### src/rtl/lightboard_pkg.sv
// lightboard_pkg: shared packer state type and default frame geometry
//   packer_state_t : IDLE (no start address held) / PACK (accumulating pixels)
//   FRAME_W, FRAME_H, FRAME_PIX : default 320x240 frame
package lightboard_pkg;

    typedef enum logic {IDLE, PACK} packer_state_t;

    localparam int FRAME_W   = 320;
    localparam int FRAME_H   = 240;
    localparam int FRAME_PIX = FRAME_W * FRAME_H;

endpackage

### src/rtl/lane_accumulator.sv
// lane_accumulator: PACK x PIX_W word register with per-lane written mask
//   clk, rst_n : clock, asynchronous active-low reset
//   clr        : drop the held word and mask
//   load       : write din into lane (after clr when both are set)
//   lane, din  : target lane and pixel data
//   data, mask : held word (unwritten lanes are 0) and written-lane mask
module lane_accumulator #(
    parameter int PIX_W = 8,
    parameter int PACK  = 4,
    parameter int LW    = (PACK > 1) ? $clog2(PACK) : 1
) (
    input  logic                  clk,
    input  logic                  rst_n,
    input  logic                  clr,
    input  logic                  load,
    input  logic [LW-1:0]         lane,
    input  logic [PIX_W-1:0]      din,
    output logic [PIX_W*PACK-1:0] data,
    output logic [PACK-1:0]       mask
);

    logic [PIX_W*PACK-1:0] data_nx;
    logic [PACK-1:0]       mask_nx;

    always_comb begin
        data_nx = clr ? '0 : data;
        mask_nx = clr ? '0 : mask;
        if (load) begin
            data_nx[lane*PIX_W +: PIX_W] = din;
            mask_nx[lane]                = 1'b1;
        end
    end

    always_ff @(posedge clk or negedge rst_n) begin
        if (!rst_n) begin
            data <= '0;
            mask <= '0;
        end else begin
            data <= data_nx;
            mask <= mask_nx;
        end
    end

endmodule

### src/rtl/pixel_word_packer.sv
// pixel_word_packer: packs a start-addressed pixel stream into PACK-pixel frame-buffer BRAM writes
//   clk, rst_n               : clock, asynchronous active-low reset
//   addr_axiiv, addr_axiid   : start-address beat (pixel index)
//   pixel_axiiv, pixel_axiid : pixel stream, one per cycle, no backpressure
//   flush                    : commit a pending partial word
//   axiov, addr_axiod        : BRAM write enable, word address
//   pixel_axiod, lane_we     : word data (lane k at [k*PIX_W +: PIX_W]), per-lane write mask
//   frame_done               : pulses with the write holding pixel FRAME_PIX-1
//   err_noaddr               : sticky, a pixel arrived before any address beat
//   PIXEL_PACKER_STATS_EN    : adds words_written (32b) and pixels_dropped (16b, saturating)
module pixel_word_packer #(
    parameter int PIX_W     = 8,
    parameter int PACK      = 4,
    parameter int ADDR_W    = 24,
    parameter int FRAME_PIX = lightboard_pkg::FRAME_PIX
) (
    input  logic                            clk,
    input  logic                            rst_n,
    input  logic                            addr_axiiv,
    input  logic [ADDR_W-1:0]               addr_axiid,
    input  logic                            pixel_axiiv,
    input  logic [PIX_W-1:0]                pixel_axiid,
    input  logic                            flush,
    output logic                            axiov,
    output logic [ADDR_W-$clog2(PACK)-1:0]  addr_axiod,
    output logic [PIX_W*PACK-1:0]           pixel_axiod,
    output logic [PACK-1:0]                 lane_we,
    output logic                            frame_done,
    output logic                            err_noaddr
`ifdef PIXEL_PACKER_STATS_EN
    ,
    output logic [31:0]                     words_written,
    output logic [15:0]                     pixels_dropped
`endif
);

    import lightboard_pkg::*;

    localparam int LG   = $clog2(PACK);
    localparam int LW   = (PACK > 1) ? LG : 1;
    localparam int WA_W = ADDR_W - LG;

    lightboard_pkg::packer_state_t state;
    logic [ADDR_W-1:0]     idx, cur_idx;
    logic [LW-1:0]         lane;
    logic [WA_W-1:0]       cur_word, word_addr;
    logic                  accept, pix_last, lane_last;
    logic                  commit_old, commit_now, acc_clr, acc_load;
    logic                  hold, last_flag;
    logic [PIX_W*PACK-1:0] acc_data, ins_data;
    logic [PACK-1:0]       acc_mask, ins_mask;

    lane_accumulator #(.PIX_W(PIX_W), .PACK(PACK), .LW(LW)) u_acc (
        .clk  (clk),
        .rst_n(rst_n),
        .clr  (acc_clr),
        .load (acc_load),
        .lane (lane),
        .din  (pixel_axiid),
        .data (acc_data),
        .mask (acc_mask)
    );

    // commit_old writes the registered word as-is (new address beat, or a word
    // completed alongside such a beat and deferred one cycle via hold); the
    // same-cycle pixel then starts a fresh accumulator. commit_now writes the
    // registered word with the same-cycle pixel merged in.
    always_comb begin
        cur_idx    = addr_axiiv ? addr_axiid : idx;
        lane       = LW'(cur_idx % ADDR_W'(PACK));
        cur_word   = WA_W'(cur_idx >> LG);
        accept     = pixel_axiiv && (state == lightboard_pkg::PACK || addr_axiiv);
        pix_last   = cur_idx == ADDR_W'(FRAME_PIX - 1);
        lane_last  = lane == LW'(PACK - 1);
        commit_old = (|acc_mask) && (addr_axiiv || hold);
        ins_data   = acc_data;
        ins_mask   = acc_mask;
        if (accept) begin
            ins_data[lane*PIX_W +: PIX_W] = pixel_axiid;
            ins_mask[lane]                = 1'b1;
        end
        commit_now = !commit_old && (|ins_mask) && ((accept && (lane_last || pix_last)) || flush);
        acc_clr    = commit_old || commit_now;
        acc_load   = accept && !commit_now;
    end

    always_ff @(posedge clk or negedge rst_n) begin
        if (!rst_n) begin
            state       <= lightboard_pkg::IDLE;
            idx         <= '0;
            word_addr   <= '0;
            hold        <= 1'b0;
            last_flag   <= 1'b0;
            axiov       <= 1'b0;
            addr_axiod  <= '0;
            pixel_axiod <= '0;
            lane_we     <= '0;
            frame_done  <= 1'b0;
            err_noaddr  <= 1'b0;
        end else begin
            if (addr_axiiv)
                state <= lightboard_pkg::PACK;
            if (accept)
                idx <= pix_last ? '0 : cur_idx + 1'b1;
            else if (addr_axiiv)
                idx <= addr_axiid;
            if (pixel_axiiv && !accept)
                err_noaddr <= 1'b1;
            hold <= commit_old && acc_load && (lane_last || pix_last || flush);
            if (acc_load)
                word_addr <= cur_word;
            if (acc_clr || acc_load)
                last_flag <= acc_load && pix_last;
            axiov      <= acc_clr;
            frame_done <= commit_old ? last_flag : (commit_now && accept && pix_last);
            if (acc_clr) begin
                addr_axiod  <= (commit_old || !accept) ? word_addr : cur_word;
                pixel_axiod <= commit_old ? acc_data : ins_data;
                lane_we     <= commit_old ? acc_mask : ins_mask;
            end
        end
    end

`ifdef PIXEL_PACKER_STATS_EN
    always_ff @(posedge clk or negedge rst_n) begin
        if (!rst_n) begin
            words_written  <= '0;
            pixels_dropped <= '0;
        end else begin
            if (acc_clr)
                words_written <= words_written + 1'b1;
            if (pixel_axiiv && !accept && pixels_dropped != '1)
                pixels_dropped <= pixels_dropped + 1'b1;
        end
    end
`endif

endmodule

### config.mk
export PLATFORM = sky130hd
export DESIGN_NAME = pixel_word_packer
export DESIGN_NICKNAME = d
export VERILOG_FILES = /design/src/rtl/lightboard_pkg.sv /design/src/rtl/lane_accumulator.sv /design/src/rtl/pixel_word_packer.sv
export SDC_FILE = /design/constraint.sdc
export NUM_CORES = 1
export LEC_CHECK = 0
export ABC_AREA = 1
export BUFFER_PORTS_ARGS = -buffer_cell sky130_fd_sc_hd__buf_2
export CAP_MARGIN = 30
export CORE_ASPECT_RATIO = 0.6
export CORE_MARGIN = 2
export CORE_UTILIZATION = 32
export CTS_CLUSTER_DIAMETER = 200
export DETAILED_ROUTE_END_ITERATION = 12
export PLACE_DENSITY = 0.51
export SYNTH_ARGS = -nofsm -noshare
export SYNTH_HDL_FRONTEND = slang
export SYNTH_SLANG_ARGS = --single-unit
### constraint.sdc
create_clock -name clk -period 2.2 [get_ports clk]
set_input_delay 0.22 -clock clk [delete_from_list [all_inputs] [get_ports clk]]
set_output_delay 0.22 -clock clk [all_outputs]
set_load 0.01 [all_outputs]
### Word level (Yosys, flattened, before mapping)

Index checks and enable logic that the tools add are counted.

* flip-flop bits (word level): 146
* output and inout port bits: 61
* word-level logic and storage cells: 66
* input bits: 37

* magnitude comparators: 2
* reductions and logical operators: 26
* bitwise gates (word level): 2
* $add $sub $neg: 2
* eq/ne operators: 2
* shift operators: 2
* multiplexer cells: 17

Operators by type and width (number)
* two-way mux 32 bit: 4
* two-way mux 24 bit: 3
* bitwise mux 32 bit: 2
* negator 5 -> 34 bit: 1
* variable shift 8 x 34 -> 32 bit (first input constant): 1
* indexed part select 8 x 34 -> 32 bit: 1
* adder 24 x 1 -> 24 bit (second input constant): 1
* equality test 24 x 17 -> 1 bit (second input constant): 1
* two-way mux 22 bit: 1
* two-way mux 4 bit: 4
* logical AND 1 bit: 13
* logical OR 1 bit: 8
* OR 4 bit: 2
* OR reduction 4 bit: 2
* logical NOT 1 bit: 3
* < comparator 2 x 3 -> 1 bit (second input constant): 1
* demux 1 bit (select 2 bit): 1
* equality test 2 bit (second input constant): 1
* greater-or-equal comparator 2 x 1 -> 1 bit (second input constant): 1
* two-way mux 1 bit: 2

### Longest topological paths before layout

Gate-level depths: netlist (run 1).

* word-level depth: 14
* mapped depth: 15
* gate-level depth less buffers: 13

### By module

Synthesis (run 1) repeated with hierarchy kept, for this count alone.

* cells, all modules: 1142
* area, all modules: 8174.1 sq um

Modules (own cells, without submodules)
* pixel_word_packer: sequential area each 2752.6 sq um, cells each 933, instances 1, area an instance 6432.4 sq um
* lane_accumulator: sequential area each 900.9 sq um, cells each 209, instances 1, area an instance 1741.7 sq um

### Worst setup path before layout (run 1)

Ideal clock, no wire load.

* kind: input to register
* start point: input addr_axiiv
* end point: register u_acc.data[11]
* path buffers: 5
* setup time: 119 ps
* setup slack: 99 ps
* cell stages on the path: 12
* data required time: 2081 ps
* arrival time: 1983 ps
* cells stage by stage: buf_6 -> buf_6 -> o21ai_4 -> ha_1 -> buf_2 -> nand2_1 -> nand4_1 -> nand2_2 -> buf_4 -> buf_4 -> nand4_1 -> nand2_1

* word-level cells in the longest chain between the ends: 14

Ends and longest elaborated chain
* start, declared: RTL line pixel_word_packer.sv:19 `input logic addr_axiiv,`
* two-way mux 24 bit
* < comparator 2 x 3 -> 1 bit (implied by the code) or greater-or-equal comparator 2 x 1 -> 1 bit (tied branches): RTL line pixel_word_packer.sv:80 `ins_mask[lane] = 1'b1;`
* logical AND 1 bit (implied by the code): RTL line pixel_word_packer.sv:80
* two-way mux 1 bit (implied by the code): RTL line pixel_word_packer.sv:80
* demux 1 bit (select 2 bit): RTL line pixel_word_packer.sv:80
* OR 4 bit (no source line)
* two-way mux 4 bit: RTL line pixel_word_packer.sv:78 `if (accept) begin`
* OR reduction 4 bit: RTL line pixel_word_packer.sv:82 `commit_now = !commit_old && (|ins_mask) && ((accept && (lane_last || pix_last)) || flush);`
* logical AND 1 bit (2 in series): RTL line pixel_word_packer.sv:82
* logical OR 1 bit: RTL line pixel_word_packer.sv:83 `acc_clr = commit_old || commit_now;`
* two-way mux 32 bit: RTL line lane_accumulator.sv:26 `data_nx = clr ? '0 : data;`
* bitwise mux 32 bit: RTL line lane_accumulator.sv:29 `data_nx[lane*PIX_W +: PIX_W] = din;`
* two-way mux 32 bit (*): RTL line lane_accumulator.sv:28 `if (load) begin`
* named net u_acc.data_nx[11]: RTL line lane_accumulator.sv:22 `logic [PIX_W*PACK-1:0] data_nx;`
* end signal, assigned: RTL line lane_accumulator.sv:39 `data <= data_nx;`
* end, declared: RTL line lane_accumulator.sv:18 `output logic [PIX_W*PACK-1:0] data,`

Mark *: on every way through the listed nets, which the timed path passes. The rest lies on a longest branch.
A chain may end at the register's enable or synchronous reset.

### Final worst setup path (run 1)

* start point: register idx[0]
* end point: register pixel_axiod[28]

* word-level cells in the longest chain between the ends: 11

Ends and longest elaborated chain
* start, declared: RTL line pixel_word_packer.sv:44 `logic [ADDR_W-1:0] idx, cur_idx;`
* start signal, assigned: RTL line pixel_word_packer.sv:104 `idx <= pix_last ? '0 : cur_idx + 1'b1;`
* start signal, assigned: RTL line pixel_word_packer.sv:106 `idx <= addr_axiid;`
* two-way mux 24 bit (*)
* branches (longest 10 deep; another with negator 5 -> 34 bit)
* end signal, assigned: RTL line pixel_word_packer.sv:118 `pixel_axiod <= commit_old ? acc_data : ins_data;`
* end, declared: RTL line pixel_word_packer.sv:26 `output logic [PIX_W*PACK-1:0] pixel_axiod,`

Mark *: on every way between the ends.

==> summary.txt, run 1 <==
max-capacitance violation count: 0
startpoint of the most critical register-to-register path: idx[0]$_DFF_PN0_
result of the run: finished, final reports clean
peak per-stage delay on the critical path: 0.39 ns
endpoint kind of the worst setup timing path: register
minimum clock period after layout: 1.982 ns
GRT Util Overall: 20.72%
final standard cell area without fillers: 0.01037 mm2
critical path buffer and inverter count: 3
synthesis-to-layout area growth: 23.85%
full die area: 0.02751 mm2
cell class contributing the biggest share of worst-path delay: buffers and inverters
Setup-failing EPs final: 0
library cell with the highest instance count after synthesis: nand2_1
worst max-slew margin expressed relative to the limit: 70.25%
via count of the first global-routing pass: 7427
CP Class: reg2reg
Starting Density: 32.82%
Final Core Density: 40.65%
uppermost layer routed: met4
WL met1: 15.04 mm
Place WS: -0.008787 ns
Clock Sinks: 146
endpoint arrival time on the critical path: 2.32 ns
most frequent CP cell: nand2_1
number of setup buffers added after CTS: 0
sort of element at the start of the critical path: register
leading area contributor after synthesis: dfrtp_1
largest net degree at the start of global routing: 63
Syn. warnings: 0
routed wirelength normalized by instance count: 15.83 um
die height: 129.3 um
flip-flop and latch count after synthesis: 146
worst-case setup margin in the final layout: 0.2177 ns
initial antenna violation count: 0
final wirelength: 26.94 mm
Static Leakage: 5.775 nW
list of cells traversed by the critical path: o21ai_4 > buf_4 > ha_1 > buf_4 > clkinvlp_4 > nand3_1 > nor2_1 > nand2_1 > nand2_1 > nand2_1 > nand2_1
most instantiated cells after synthesis: 470 x nand2_1, 146 x dfrtp_1, 138 x nand3_1
maximum ir drop on the vdd rail: 561.8 uV
nets in the synthesized netlist: 1237
Inserted Clock Buffers: 17
Final Net Count: 1382
Distinct cells, synth: 31
number of vias per cell: 4.723
first-pass GRT wire length: 43.08 mm
pwr/cell area: 1025 mW/mm2
Crit. Startpoint: idx[0]$_DFF_PN0_
ANT cells: 0
clock latency reported for the late side of the worst-skew pair: 0.45 ns
Max Clock Freq: 504.5 MHz
Req. time, crit path: 2.53 ns
ANT nets after route: 0
fraction of layout instances using a drive strength above 1: 19.85%
I/O pins: 98
slew at the pin with the worst max-slew slack: 0.4462 ns
largest fanout on the critical path: 9
highest-delay cell along the critical path: dfrtp_1
count of endpoints failing hold in the final timing report: 0
number of pins exceeding their max-slew limit in the final report: 0
first-iteration detailed-routing DRC count: 755
Hold Path Class: in2reg
maximum clock skew at final layout: 0.01259 ns
synthesized instance count: 1192
top-area cell type share of the netlist area: 43.64%
core box area: 0.02551 mm2
area post-placement: 0.009738 mm2
routed via count: 8038
number of synthesized flops with an enable pin: 0
fraction of synthesis flops using an asynchronous set or reset pin: 100.0%
CTS Root Buffer Type: clkbuf_16
sequential cell area fraction in the yosys report: 43.64%
unrepaired setup endpoints after global routing: false
Pre-Repair DR Iteration Count: 6
top post-synthesis cells by area: dfrtp_1 44%, nand2_1 21%, nand3_1 8.2%
half-perimeter wire length after placement: 19.76 mm
port bufs: 97
site row count: 45
combined area of all synthesized cells: 0.008372 mm2
placer congestion estimate: 0.9054
die span in x: 212.8 um
Clk pin slew, worst setup/hold paths: 0.06 ns
clock tree from TritonCTS: yes
amount of wire on met2 after detailed routing: 9.729 mm
setup tns final: 0 ns
Hold Crit Start: flush
most used flip-flop cell after synthesis: dfrtp_1
Remaining Overflow, GRT: 0
Final period util: 90.10%
maximum buffer depth of the clock tree: 2
final-layout worst hold slack: 0.08569 ns
total length of routed met3 wires: 1.840 mm
H-tree lvl count: 4
number of design rule violations left after detail routing: 0
average instance area after synthesis: 7.023 um2
[final timing paths]
kind | end | slack, ns | cells past startpoint
min in group asynchronous | word_addr[5]$_DFFE_PN0P_ | 0.28 | 2
max | pixel_axiod[28]$_DFFE_PN0P_ | 0.22 | 11
min reg2reg | word_addr[7]$_DFFE_PN0P_ | 0.49 | 2
min | hold$_DFF_PN0_ | 0.09 | 3
max reg2reg | pixel_axiod[28]$_DFFE_PN0P_ | 0.22 | 11
max in group asynchronous | u_acc.data[2]$_DFF_PN0_ | 1.24 | 3
[sequential cells by signal, summed over array words and instances (netlist names), 4 cells and up]
name and count:
word_addr 22, addr_axiod 22, u_acc.mask 4, lane_we 4
idx 24, pixel_axiod 32, u_acc.data 32
[logic make-up after synthesis]
logic type | after synthesis | synth area share (%)
adder cells (fa/ha/maj) | 8 | 1.196
AO/OA/AOI/OAI | 78 | 4.827
XOR/XNOR | 3 | 0.3139
flip-flops | 146 | 43.64
AND/OR/NAND/NOR | 793 | 41.31
buffers and inverters | 164 | 8.713
[cells in the final DEF (no fill, tap or decap), types with 7 or more instances in the layout]
master	count
a21oi_1	7
buf_12	10
buf_2	96
buf_4	72
clkbuf_16	17
dfrtp_1	146
ha_1	8
inv_1	94
inv_2	11
nand2_1	470
nand2_2	18
nand3_1	138
nand4_1	43
nor2_1	92
nor3_2	7
o21ai_0	46
o21ai_1	23
[layout make-up]
class                   count  area [um2]
repair buffers            180        1242
clock buffers              18       429.2
multi-input cells         882        3994
fillers                  2731       15140
inverters                 110       421.7
well taps                 352       440.4
clock inverters            14       187.7
flip-flops and latches    146        3654
[worst min-delay path, delay by kind of cell]
| kind | cells | cell delay [ns] |
|---|---|---|
| AOI/OAI and AO/OA | 1 | 0.07 |
| and+or+nand+nor | 1 | 0.08 |
| buffers and inverters | 1 | 0.11 |
[stage by stage]
step                      power [mW]  cells
after floorplan                6.053   1192
after global placement         7.531   1669
after detailed placement       7.548   1669
after CTS                      10.73   1702
after global routing           11.40   1702
final                          10.63   1702
[report_power, final]
| part | switching [mW] | leakage (nW) | internal, mW |
|---|---|---|---|
| combinational | 2.58 | 3.59 | 1.26 |
| clock | 1.23 | 0.292 | 1.89 |
| sequential | 0.360 | 1.90 | 3.30 |
[layer usage]
layer | vias to the layer above | global-route usage [%]
met5 | - | 0
met4 | 0 | 5.636
met3 | 24 | 5.065
met2 | 230 | 24.97
li1 | 4072 | -
met1 | 3712 | 34.59
[what timing repair did]
| action | 4_1_cts | 5_1_grt |
|---|---|---|
| hold endpoints to repair | 38 | 0 |
| gates resized for setup | 0 | 1 |
| setup endpoints to repair | 0 | 2 |
| hold buffers | 1 | 0 |
Power figures use the tool's default switching activity.
==> run 2, diff against run 1 <==
--- a/config.mk
+++ b/config.mk
@@ -8,7 +8,7 @@
 export ABC_AREA = 1
 export BUFFER_PORTS_ARGS = -buffer_cell sky130_fd_sc_hd__buf_2
 export CAP_MARGIN = 30
-export CORE_ASPECT_RATIO = 0.6
+export CORE_ASPECT_RATIO = 0.7
 export CORE_MARGIN = 2
 export CORE_UTILIZATION = 32
 export CTS_CLUSTER_DIAMETER = 200
==> constraint.sdc (replaced) <==
create_clock -name clk -period 2.2 [get_ports clk]
set_input_delay 0.11 -clock clk [delete_from_list [all_inputs] [get_ports clk]]
set_output_delay 0.11 -clock clk [all_outputs]
set_load 0.01 [all_outputs]
==> summary.txt, run 2 (synthesis results as in run 1) <==
count of endpoints failing hold in the final timing report: 0 (unchanged)
first-iteration detailed-routing DRC count: 621 (-18%)
GRT Util Overall: 19.82% (-0.90 points)
routed wirelength normalized by instance count: 16.13 um (+1.9%)
first-pass GRT wire length: 42.52 mm (-1.3%)
synthesis-to-layout area growth: 20.68%
number of pins exceeding their max-slew limit in the final report: 0 (unchanged)
largest net degree at the start of global routing: 59 (-6.3%)
fraction of layout instances using a drive strength above 1: 18.22% (-1.6 points)
slew at the pin with the worst max-slew slack: 0.5152 ns (+0.06900 ns)
highest-delay cell along the critical path: dfrtp_1
worst-case setup margin in the final layout: 0.1332 ns (-0.08455 ns)
most frequent CP cell: buf_12
Max Clock Freq: 483.8 MHz (-4.1%)
internal power: 6.384 mW (-1.1%)
CP Class: reg2reg
full die area: 0.02749 mm2 (about the same)
result of the run: finished, final reports clean
number of filler cells placed in the layout: 2760 (+1.1%)
number of setup buffers added after CTS: 0 (unchanged)
endpoint arrival time on the critical path: 2.44 ns (+0.12 ns)
Final Net Count: 1356 (-1.9%)
peak per-stage delay on the critical path: 0.37 ns (-0.02 ns)
Remaining Overflow, GRT: 0 (unchanged)
Pre-Repair DR Iteration Count: 5 (-1)
setup tns final: 0 ns (unchanged)
routed via count: 8019 (-0.24%)
final standard cell area without fillers: 0.01010 mm2 (-2.6%)
most common library cell in the layout ignoring fill and taps: nand2_1
maximum buffer depth of the clock tree: 2 (unchanged)
Inserted Clock Buffers: 17 (unchanged)
pwr/cell area: 1044 mW/mm2 (+1.8%)
number of vias per cell: 4.848 (+2.7%)
Req. time, crit path: 2.57 ns (+0.04 ns)
Clock Sinks: 146 (unchanged)
ANT nets after route: 0 (unchanged)
Clock Power Share: 27.9% (-1.5 points)
Clk pin slew, worst setup/hold paths: 0.06 ns (about the same)
die span in x: 197.3 um (-7.3%)
Setup-failing EPs final: 0 (unchanged)
switching share of power: 39.47% (+0.18 points)
portion of total power attributed to sequential cells: 34.4% (about the same)
max-capacitance violation count: 0 (unchanged)
H-tree lvl count: 4 (unchanged)
most frequent cells in the layout: 470 x nand2_1, 146 x dfrtp_1, 138 x nand3_1
reported net switching power: 4.163 mW (-0.34%)
sort of element at the start of the critical path: register
port bufs: 97 (unchanged)
maximum clock skew at final layout: 0.01275 ns (+0.0001571 ns)
cell class contributing the biggest share of worst-path delay: simple AND/OR/NAND/NOR gates
placer congestion estimate: 0.8971 (-0.92%)
clock tree from TritonCTS: yes
die height: 139.3 um (+7.8%)
endpoint kind of the worst setup timing path: register
maximum ir drop on the vdd rail: 694.8 uV (+24%)
final-layout worst hold slack: 0.008813 ns (-0.07688 ns)
number of design rule violations left after detail routing: 0 (unchanged)
Hold Path Class: in2reg
ANT cells: 0 (unchanged)
via count of the first global-routing pass: 7478 (+0.69%)
CTS Root Buffer Type: clkbuf_16
worst max-slew margin expressed relative to the limit: 65.65% (-4.6 points)
core box area: 0.02569 mm2 (+0.72%)
unrepaired setup endpoints after global routing: false
minimum clock period after layout: 2.067 ns (+0.08455 ns)
list of cells traversed by the critical path: o21ai_4 > buf_4 > ha_1 > o21ai_0 > nand4_1 > nand2_4 > buf_12 > buf_12 > nand3_1 > nand2_1
I/O pins: 98 (unchanged)
Place WS: 0.08186 ns (+0.09065 ns)
initial antenna violation count: 1 (+1)
half-perimeter wire length after placement: 19.39 mm (-1.9%)
Final period util: 93.95% (+3.8 points)
area post-placement: 0.009472 mm2 (-2.7%)
combinational cell fraction of total power: 37.7% (+1.5 points)
final wirelength: 26.68 mm (-0.97%)
Starting Density: 32.59% (-0.23 points)
critical path buffer and inverter count: 3 (unchanged)
site row count: 49 (+8.9%)
Static Leakage: 5.639 nW (-2.4%)
clock latency reported for the late side of the worst-skew pair: 0.43 ns (-0.02 ns)
largest fanout on the critical path: 21 (+12)
largest registers ranked by flip-flop count: pixel_axiod: 32 flops, u_acc.data: 32 flops, idx: 24 flops
run 2: final timing paths:
check,startpoint,end,slack [ns],depth (start not counted)
setup reg to reg,idx[0]$_DFF_PN0_,pixel_axiod[31]$_DFFE_PN0P_,0.13,10
min in group asynchronous,rst_n,axiov$_DFF_PN0_,0.17,2
setup / recovery,idx[0]$_DFF_PN0_,pixel_axiod[31]$_DFFE_PN0P_,0.13,10
hold / removal,flush,hold$_DFF_PN0_,0.009,3
hold reg to reg,word_addr[17]$_DFFE_PN0P_,word_addr[17]$_DFFE_PN0P_,0.49,2
max in group asynchronous,rst_n,word_addr[11]$_DFFE_PN0P_,1.28,3
run 2: through the flow:
step	utilization (%)	power [mW]	instances
after floorplan	-	6.053	1192
after global placement	36.87	7.493	1621
after detailed placement	36.87	7.543	1621
after CTS	39.20	10.55	1653
after global routing	39.33	11.26	1654
final	39.33	10.55	1654
run 2: cell type report:
| class | instances | area (um2) | share of cell area [%] |
|---|---|---|---|
| inverter | 110 | 421.7 | 4.173 |
| clock buffer | 22 | 484.2 | 4.793 |
| tap | 331 | 414.1 | 4.099 |
| multi-input combinational | 882 | 3999 | 39.58 |
| clock inverter | 9 | 103.9 | 1.028 |
| timing repair buffer | 154 | 1027 | 10.17 |
| sequential | 146 | 3654 | 36.16 |
run 2: per-layer routing:
metal	vias up	wire length, um	share of wire [%]	GRT usage (%)
met5	-	13	0.049	0
met4	2	238	0.89	4.511
met3	17	1397	5.2	4.048
met2	211	10440	39	26.02
met1	3765	14590	55	32.33
li1	4024	-	-	-
run 2: timing repair:
item                                    CTS  global route
resized for setup                         0             2
endpoints found under the hold margin    38             0
hold buffers                              1             0
endpoints found under the setup margin    0             2
run 2: worst reg2reg max path, cell delays in order, from the launching register on:
cell and delay (ns):
dfrtp_1 0.37, o21ai_4 0.06, buf_4 0.19, ha_1 0.22
o21ai_0 0.20, nand4_1 0.16, nand2_4 0.19, buf_12 0.18
buf_12 0.17, nand3_1 0.16, nand2_1 0.11
run 2: power by group through the flow:
stage                     sequential (mW)  combinational, mW  clock [mW]
after global placement               3.66               3.83           0
after global routing                 3.70               4.43        3.14
final                                3.62               3.98        2.95
after floorplan                      3.76               2.29           0
after CTS                            3.63               3.90        3.02
after detailed placement             3.67               3.87           0
==> run 3, diff against run 2 <==
--- a/config.mk
+++ b/config.mk
@@ -10,10 +10,10 @@
 export CAP_MARGIN = 30
 export CORE_ASPECT_RATIO = 0.7
 export CORE_MARGIN = 2
-export CORE_UTILIZATION = 32
+export CORE_UTILIZATION = 40
 export CTS_CLUSTER_DIAMETER = 200
 export DETAILED_ROUTE_END_ITERATION = 12
-export PLACE_DENSITY = 0.51
+export PLACE_DENSITY = 0.6
 export SYNTH_ARGS = -nofsm -noshare
 export SYNTH_HDL_FRONTEND = slang
 export SYNTH_SLANG_ARGS = --single-unit
==> summary.txt, run 3 (synthesis results as in run 1) <==
worst max-slew margin expressed relative to the limit: 69.63% (+4.0 points)
Pre-Repair DR Iteration Count: 5 (unchanged)
largest net degree at the start of global routing: 68 (+15%)
ANT cells: 0 (unchanged)
fraction of layout instances using a drive strength above 1: 18.15% (-0.062 points)
endpoint arrival time on the critical path: 2.36 ns (-0.08 ns)
met3 track utilization from global routing: 4.684% (+0.64 points)
Final Net Count: 1354 (-0.15%)
max-capacitance violation count: 0 (unchanged)
CP Class: reg2reg
area used by sequential logic in the layout: 0.003654 mm2 (unchanged)
die height: 125.0 um (-10%)
synthesis-to-layout area growth: 19.58%
Req. time, crit path: 2.57 ns (about the same)
half-perimeter wire length after placement: 17.79 mm (-8.3%)
Power Total: 10.29 mW (-2.5%)
maximum buffer depth of the clock tree: 2 (unchanged)
result of the run: finished, final reports clean
Hold Path Class: in2reg
combined area of the multi-input logic cells: 0.004004 mm2 (+0.13%)
Clock Sinks: 146 (unchanged)
number of filler cells placed in the layout: 2097 (-24%)
placer congestion estimate: 0.9400 (+4.8%)
ANT nets after route: 0 (unchanged)
number of vias per cell: 5.029 (+3.7%)
clock latency reported for the late side of the worst-skew pair: 0.43 ns (about the same)
sort of element at the start of the critical path: register
first-iteration detailed-routing DRC count: 916 (+48%)
fraction of met1 tracks used by global routing: 37.59% (+5.3 points)
largest fanout on the critical path: 9 (-57%)
number of setup buffers added after CTS: 0 (unchanged)
met2 demand-to-capacity share in global routing: 29.62% (+3.6 points)
I/O pins: 98 (unchanged)
full die area: 0.02212 mm2 (-20%)
Starting Density: 40.55% (+8.0 points)
number of pins exceeding their max-slew limit in the final report: 0 (unchanged)
final wirelength: 24.34 mm (-8.8%)
most frequent cells in the layout: 470 x nand2_1, 146 x dfrtp_1, 138 x nand3_1
CTS Root Buffer Type: clkbuf_16
slew at the pin with the worst max-slew slack: 0.4555 ns (-0.05967 ns)
clock tree from TritonCTS: yes
maximum ir drop on the vdd rail: 587.0 uV (-16%)
Max Clock Freq: 502.6 MHz (+3.9%)
Clk pin slew, worst setup/hold paths: 0.06 ns (about the same)
Remaining Overflow, GRT: 0 (unchanged)
H-tree lvl count: 4 (unchanged)
first-pass GRT wire length: 39.53 mm (-7.0%)
initial antenna violation count: 0 (-1)
setup tns final: 0 ns (unchanged)
Top Usage Layer GRT: met1
routed via count: 8036 (+0.21%)
Static Leakage: 5.614 nW (-0.45%)
site row count: 44 (-10%)
count of endpoints failing hold in the final timing report: 0 (unchanged)
unrepaired setup endpoints after global routing: false
core box area: 0.02064 mm2 (-20%)
GRT Util Overall: 22.84% (+3.0 points)
port bufs: 97 (unchanged)
pwr/cell area: 1027 mW/mm2 (-1.6%)
Setup-failing EPs final: 0 (unchanged)
Final period util: 90.44% (-3.5 points)
endpoint kind of the worst setup timing path: register
maximum clock skew at final layout: 0.008644 ns (-0.004108 ns)
number of design rule violations left after detail routing: 0 (unchanged)
via count of the first global-routing pass: 7248 (-3.1%)
die span in x: 176.9 um (-10%)
routed wirelength normalized by instance count: 15.23 um (-5.6%)
Inserted Clock Buffers: 17 (unchanged)
most common library cell in the layout ignoring fill and taps: nand2_1
minimum clock period after layout: 1.990 ns (-0.07728 ns)
largest registers ranked by flip-flop count: pixel_axiod: 32 flops, u_acc.data: 32 flops, idx: 24 flops
run 3: changes by cell type in the layout (fill, tap and decap cells not counted), moves of 3 or more:
cell / change
clkbuf_8: -4
clkinv_2: -3
clkinv_4: +3
inv_6: +3
run 3: final timing paths:
kind	from	end	slack [ns]	cells after the start
worst max-delay path	idx[0]$_DFF_PN0_	pixel_axiod[1]$_DFFE_PN0P_	0.21	10
worst min register to register	word_addr[14]$_DFFE_PN0P_	word_addr[14]$_DFFE_PN0P_	0.49	2
max in group asynchronous	rst_n	addr_axiod[11]$_DFFE_PN0P_	1.22	3
worst min-delay path	flush	hold$_DFF_PN0_	0.02	3
min in group asynchronous	rst_n	axiov$_DFF_PN0_	0.17	2
worst max register to register	idx[0]$_DFF_PN0_	pixel_axiod[1]$_DFFE_PN0P_	0.21	10
run 3: timing repair:
item / CTS / global route
setup endpoints to repair: 0 / 8
gates resized for setup: 0 / 2
hold buffers: 1 / 0
endpoints found under the hold margin: 42 / 0
run 3: metal layers:
metal  share of wire [%]  wire (um)
met2                  39       9536
met5                   0          0
met4                 1.2        295
met3                 6.8       1652
met1                  53      12860
run 3: critical path, cell delays in order (launching register included):
cell	delay, ns
dfrtp_1	0.39
o21ai_4	0.14
buf_4	0.22
ha_1	0.34
clkinv_1	0.13
nand3_4	0.11
nor2_1	0.17
nor2_1	0.07
a21oi_1	0.20
nand2_1	0.09
nand2_1	0.06
run 3: power by group:
part           leakage [nW]  internal [mW]  switching [mW]  total, mW
Combinational          3.43           1.16            2.48       3.64
Sequential             1.90           3.30           0.325       3.63
Clock                 0.288           1.80            1.22       3.02
run 3: layout make-up:
type / instances / area share [%]
flip-flops and latches: 146 / 36.50
inverters: 110 / 4.174
well taps: 276 / 3.450
multi-input cells: 882 / 39.99
clock inverters: 14 / 1.787
repair buffers: 152 / 9.811
clock buffers: 18 / 4.287
run 3: metrics by stage:
| step | hold slack, ns | setup slack (ns) | cell area, um2 | util [%] | cells |
|---|---|---|---|---|---|
| after floorplan | -0.1856 | 0.2087 | 8372 | - | 1192 |
| after global placement | 0.08253 | 0.1583 | 9383 | 45.45 | 1565 |
| after detailed placement | 0.07744 | 0.1570 | 9383 | 45.45 | 1565 |
| after CTS | 0.002295 | 0.1826 | 10000 | 48.44 | 1598 |
| after global routing | 0.06253 | 0.02169 | 10010 | 48.49 | 1598 |
| final | 0.01889 | 0.2104 | 10010 | 48.49 | 1598 |
